===== src/rtl/cpu_sram_arbiter_pkg.sv =====
// ---------------------------------------------------------------------------
// cpu_sram_arbiter_pkg
//   Shared types for the two-master sram-like bus arbiter: FSM state codes,
//   owner codes and the bundled memory command.
// ---------------------------------------------------------------------------
package cpu_sram_arbiter_pkg;

  localparam int unsigned ADDR_W = 32;
  localparam int unsigned DATA_W = 32;
  localparam int unsigned SIZE_W = 2;

  typedef enum logic [1:0] {
    ST_IDLE = 2'd0,
    ST_ADDR = 2'd1,
    ST_DATA = 2'd2
  } state_e;

  typedef enum logic {
    OWN_INST = 1'b0,
    OWN_DATA = 1'b1
  } owner_e;

  // Request fields travelling together from a master to the memory port.
  typedef struct packed {
    logic              wr;
    logic [SIZE_W-1:0] size;
    logic [ADDR_W-1:0] addr;
    logic [DATA_W-1:0] wdata;
  } mem_cmd_t;

endpackage


===== src/rtl/cpu_sram_arbiter_rr_arb2.sv =====
// ---------------------------------------------------------------------------
// rr_arb2
//   Combinational two-way grant between the instruction and data masters.
//   Ports:
//     inst_req_i, data_req_i : live requests
//     last_grant_i           : owner of the most recently accepted address
//     grant_o                : master to own the next transaction
//   RR_EN = 1 alternates on ties; RR_EN = 0 gives data fixed priority.
// ---------------------------------------------------------------------------
module rr_arb2
  import cpu_sram_arbiter_pkg::*;
#(
  parameter bit RR_EN = 1'b1
) (
  input  logic   inst_req_i,
  input  logic   data_req_i,
  input  owner_e last_grant_i,
  output owner_e grant_o
);

  always_comb begin
    // NOTE: default first so every path assigns grant_o and no latch is inferred.
    grant_o = OWN_INST;
    if (data_req_i && !inst_req_i) begin
      grant_o = OWN_DATA;
    end else if (data_req_i && inst_req_i) begin
      if (RR_EN) begin
        grant_o = (last_grant_i == OWN_DATA) ? OWN_INST : OWN_DATA;
      end else begin
        grant_o = OWN_DATA;
      end
    end
  end

endmodule


===== src/rtl/cpu_sram_arbiter.sv =====
// ---------------------------------------------------------------------------
// cpu_sram_arbiter
//   Shares one sram-like memory port between the instruction-fetch master
//   and the data master, one outstanding transaction at a time.
//   Ports:
//     clk, reset                 : clock, synchronous active-high reset
//     inst_* / data_* (in)       : master requests and fields, held until addr_ok
//     inst_* / data_* (out)      : addr_ok / data_ok / rdata back to each master
//     mem_* (out)                : request forwarded from the current owner
//     mem_addr_ok/data_ok/rdata  : memory responses
//   Flow: IDLE picks an owner, ADDR presents the request until mem_addr_ok,
//   DATA waits for mem_data_ok. One bubble cycle separates transactions.
// ---------------------------------------------------------------------------
module cpu_sram_arbiter
  import cpu_sram_arbiter_pkg::*;
#(
  parameter bit RR_EN = 1'b1
) (
  input  logic        clk,
  input  logic        reset,

  input  logic        inst_req,
  input  logic        inst_wr,
  input  logic [1:0]  inst_size,
  input  logic [31:0] inst_addr,
  input  logic [31:0] inst_wdata,
  output logic        inst_addr_ok,
  output logic        inst_data_ok,
  output logic [31:0] inst_rdata,

  input  logic        data_req,
  input  logic        data_wr,
  input  logic [1:0]  data_size,
  input  logic [31:0] data_addr,
  input  logic [31:0] data_wdata,
  output logic        data_addr_ok,
  output logic        data_data_ok,
  output logic [31:0] data_rdata,

  output logic        mem_req,
  output logic        mem_wr,
  output logic [1:0]  mem_size,
  output logic [31:0] mem_addr,
  output logic [31:0] mem_wdata,
  input  logic        mem_addr_ok,
  input  logic        mem_data_ok,
  input  logic [31:0] mem_rdata
);

  state_e   state_q;
  owner_e   owner_q;
  owner_e   last_grant_q;
  owner_e   grant;
  logic     mem_req_q;
  logic     addr_hit;
  logic     data_hit;
  mem_cmd_t inst_cmd;
  mem_cmd_t data_cmd;
  mem_cmd_t sel_cmd;

  rr_arb2 #(
    .RR_EN(RR_EN)
  ) u_rr_arb2 (
    .inst_req_i  (inst_req),
    .data_req_i  (data_req),
    .last_grant_i(last_grant_q),
    .grant_o     (grant)
  );

  // mem_req_q is high exactly while in ADDR; keeping it as its own register
  // gives a glitch-free request line.
  always_ff @(posedge clk) begin
    // NOTE: reset is sampled on the clock edge, and all state uses non-blocking
    // assignments so every register sees pre-edge values.
    if (reset) begin
      state_q      <= ST_IDLE;
      owner_q      <= OWN_INST;
      last_grant_q <= OWN_INST;
      mem_req_q    <= 1'b0;
    end else begin
      case (state_q)
        ST_IDLE: begin
          if (inst_req || data_req) begin
            owner_q   <= grant;
            mem_req_q <= 1'b1;
            state_q   <= ST_ADDR;
          end
        end
        ST_ADDR: begin
          if (mem_addr_ok) begin
            last_grant_q <= owner_q;
            mem_req_q    <= 1'b0;
            state_q      <= ST_DATA;
          end
        end
        ST_DATA: begin
          if (mem_data_ok) begin
            state_q <= ST_IDLE;
          end
        end
        default: begin
          mem_req_q <= 1'b0;
          state_q   <= ST_IDLE;
        end
      endcase
    end
  end

  assign inst_cmd = {inst_wr, inst_size, inst_addr, inst_wdata};
  assign data_cmd = {data_wr, data_size, data_addr, data_wdata};
  assign sel_cmd  = (owner_q == OWN_DATA) ? data_cmd : inst_cmd;

  assign mem_req   = mem_req_q;
  assign mem_wr    = sel_cmd.wr;
  assign mem_size  = sel_cmd.size;
  assign mem_addr  = sel_cmd.addr;
  assign mem_wdata = sel_cmd.wdata;

  // NOTE: handshakes pass straight through in the same cycle; responses that
  // arrive outside the matching state are dropped here.
  assign addr_hit = mem_req_q && mem_addr_ok;
  assign data_hit = (state_q == ST_DATA) && mem_data_ok;

  assign inst_addr_ok = addr_hit && (owner_q == OWN_INST);
  assign data_addr_ok = addr_hit && (owner_q == OWN_DATA);
  assign inst_data_ok = data_hit && (owner_q == OWN_INST);
  assign data_data_ok = data_hit && (owner_q == OWN_DATA);

  // Read data is broadcast; only *_data_ok qualifies it.
  assign inst_rdata = mem_rdata;
  assign data_rdata = mem_rdata;

endmodule


===== config.mk =====
export PLATFORM = sky130hd
export DESIGN_NAME = cpu_sram_arbiter
export DESIGN_NICKNAME = d
export VERILOG_FILES = /design/src/rtl/cpu_sram_arbiter_pkg.sv /design/src/rtl/cpu_sram_arbiter_rr_arb2.sv /design/src/rtl/cpu_sram_arbiter.sv
export SDC_FILE = /design/constraint.sdc
export NUM_CORES = 1
export LEC_CHECK = 0
export CORE_AREA = 2 2 121 123
export DETAILED_ROUTE_END_ITERATION = 10
export DIE_AREA = 0 0 123 125
export PLACE_DENSITY = 0.51
export SYNTH_ARGS = -nofsm -noshare
export SYNTH_HDL_FRONTEND = slang
export SYNTH_SLANG_ARGS = --single-unit

===== constraint.sdc =====
create_clock -name clk -period 1.9 [get_ports clk]
set_clock_uncertainty 0.05 [all_clocks]
set_input_delay 0.285 -clock clk [delete_from_list [all_inputs] [get_ports clk]]
set_output_delay 0.285 -clock clk [all_outputs]
set_load 0.03 [all_outputs]

==> results of run 1 <==
==> cells in the final DEF (no fill, tap or decap), drive strengths merged <==
| cell type | count |
|---|---|
| mux2 | 67 |
| o311ai | 1 |
| a21oi | 1 |
| a2111oi | 1 |
| nand2b | 2 |
| dlygate4sd2 | 5 |
| or4b | 1 |
| mux2i | 1 |
| o2bb2ai | 1 |
| buf | 39 |
| nor4b | 1 |
| and4b | 1 |
| nor3 | 1 |
| clkdlybuf4s50 | 140 |
| nand2 | 2 |
| or3b | 2 |
| clkdlybuf4s15 | 29 |
| nand3b | 1 |
| and3 | 1 |
| or2 | 1 |
| dfxtp | 5 |
| nor4bb | 1 |
| clkbuf | 14 |
| nor2 | 2 |
| nor3b | 1 |
==> cells by family (layout without fill, tap and decap cells) <==
kind of cell / after synthesis / in the layout / synth area share (%)
AOI/OAI and AO/OA: 4 / 4 / 1.97
buffers and inverters: 73 / 227 / 36.2
DFF: 5 / 5 / 6.31
muxes: 68 / 68 / 48.2
and+or+nand+nor: 17 / 17 / 7.34
==> synthesized netlist by cell type <==
master,number
or2_1,1
or3b_1,1
a21oi_1,1
mux2i_1,1
o311ai_1,1
and3_1,1
a2111oi_0,1
nor2_1,2
dfxtp_1,5
or4b_1,1
nand2b_1,2
or3b_2,1
nor3_1,1
nor3b_1,1
nand3b_1,1
nand2_1,2
nor4b_1,1
mux2_2,67
nor4bb_1,1
and4b_1,1
buf_4,66
o2bb2ai_1,1
buf_6,7
==> area by class of cell <==
cell class	count	area, sq um	area share, %
Clock buffer	4	78.8	2.26
Multi-Input combinational cell	89	918	26.4
Sequential cell	5	104	2.98
Tap cell	184	230	6.61
Timing Repair Buffer	223	2150	61.8
==> what timing repair did <==
item,4_1_cts,5_1_grt
pin swaps,0,0
resized for setup,143,46
endpoints found under the setup margin,63,28
buffers inserted,2,0
==> power groups by stage <==
stage	sequential [mW]	combinational [mW]	clock [mW]
floorplan	0.131	0.880	0
global placement	0.143	1.25	0
detailed placement	0.143	1.26	0
CTS	0.134	1.23	0.357
global route	0.137	1.25	0.363
finish	0.134	1.18	0.352
==> critical path: cells and delay by family, from the launching register on <==
kind | cells | cell delay (ns)
multiplexers | 1 | 0.33
buffers and inverters | 3 | 0.60
flip-flops | 1 | 0.37
==> worst paths after layout <==
check | cells past startpoint | slack [ns] | end | start
max | 4 | 0.04 | mem_addr[28] | owner_q
min reg2reg | 2 | 0.45 | last_grant_q | last_grant_q
max reg2reg | 2 | 0.73 | state_q[0] | state_q[0]
min | 2 | 0.45 | last_grant_q | last_grant_q
==> flip-flops by register name, indices dropped and copies added, names as in the netlist <==
| name | cells |
|---|---|
| mem_req | 1 |
| state_q | 2 |
| last_grant_q | 1 |
| owner_q | 1 |
==> routing by layer <==
layer  vias to the layer above  track usage [%]  wire length, um  share of wire, %
met3                        35             2.51             1110                16
li1                        827                -                -                 -
met2                       161             15.5             3410                50
met5                         -                0                0                 0
met1                       794             6.95             2060                30
met4                         0             3.34              254               3.7
==> results.md, run 1 <==
- Final critical-path required period: 1.86 ns
- Cell-internal power: a little over 1 mW
- Die Y: 125 um
- Register area share after synthesis: about 6.3%
- Ys Warns: 0
- Starting Density: between 10 and 15%
- Fin. max-slew vios: 0
- Crit-path max cell delay: about 0.37 ns
- Clock share of power: a little over a fifth
- Hpwl dp: between 5000 and 6000 um
- NetSw: around 640 uW
- RSZ-0062 raised after global routing: no
- Fill cells: 1544
- Mapped Area: between 1500 and 2000 sq um
- Critical Path RT: about 1.6 ns
- CTS Sinks: 5
- Via count of the routed design: 1817
- CTS tree: done
- Place WS: -0.0534 ns
- Maximum number of pins on one net before global-route repair: 21
- Average size of a mapped cell: roughly 9.5 sq um
- Number of antenna violations at the first check in global routing: 0
- Power, Total: between 1.5 and 2 mW
- LEAKAGE: 1.34 nW
- PD cells: 479 nW/um^2
- Sw Ratio: between 30% and 40%
- Crit. End Element: primary output
- Clock transition at path regs: around 0.03 ns
- First-pass GRT wire length: around 9500 um
- Final Util: about a quarter
- Worst slew margin: about three quarters
- H-tree levels: 1
- Synth top area share: roughly 48%
- Grt total ovfl: 0
- Distinct cells, synth: 23
- Critical Path Slowest Stage Cell: dfxtp_4
- WP data arrival: between 1.5 and 2 ns
- Clk root buf: clkbuf_16
- DRC errors left: 0
- Type of origin of the critical path: register
- FMAX: 538 MHz
- Period utilization: a little over nine tenths
- PnR worst setup slack: 0.0421 ns
- ANT nets after route: 0
- Worst Hold Class: reg2reg
- Hold WS: roughly 0.45 ns
- NumNets Final: slightly below 500
- Peak supply drop: ~270 uV
- CP max FO: 4
- Comb pwr share: a little under three quarters
- Clk buf depth: 2
- # IOs: around 300
- Setup TNS: 0 ns
- Number of buffers added on ports: approximately 210
- Yosys top cell by area: mux2_2
- Ant diodes: 0
- Placed inst area: 3480 sq um
- Final hold vios: 0
- Core ar.: approximately 14000 sq um
- Status: completed
- Gpl congestion: about 0.7
- TritonCTS Buffers: 3
- Post-synthesis cell count: 167
- DR iter-0 viols: 11
- Cell Rows: 44
- Non-filler cells, final: 505
- Hold Buf Count CTS: 0
- Non-Filler Cell Area, Final: around 3500 sq um
- CP cell instances: buf_12, buf_4, mux2_2, clkdlybuf4s15_1
- Number of global-route vias before repair: between 1500 and 2000
- Setup CP Type: reg2out
- Tightest Pin Transition: between 0.3 and 0.4 ns
- Placed Cells: 500
- Synth-to-layout area growth: 120%
- Clk_lat worst skew: ~0.23 ns
- DR vias/cell: around 3.6
- Post-synthesis register bit count: 5
- Seq pwr share: 8.0%
- Routed len/inst: approximately 14 um
- Detailed Route WL: between 6000 and 7000 um
- Die width: 123 um
- GRT Resource Usage Total: roughly 7.8%
- # setup viols final: 0
- Synth top area cells: mux2_2, buf_4, dfxtp_1, buf_6, nand2b_1
- TritonRoute pass-1 iters: 4
- Syn_nets: 339
- Die ar.: 15400 sq um
- Max Cap Viol: 0
- Layout cell share with drive strength beyond 1: between 40% and 50%
No activity file was read; power rests on OpenSTA's default activity.
==> run 2: changes to the inputs <==
--- a/config.mk
+++ b/config.mk
@@ -6,6 +6,7 @@
 export NUM_CORES = 1
 export LEC_CHECK = 0
 export CORE_AREA = 2 2 121 123
+export CTS_CLUSTER_SIZE = 8
 export DETAILED_ROUTE_END_ITERATION = 10
 export DIE_AREA = 0 0 123 125
 export PLACE_DENSITY = 0.51
==> results of run 2 <==
The final DEF is identical to that of run 1; final timing and power are the same.
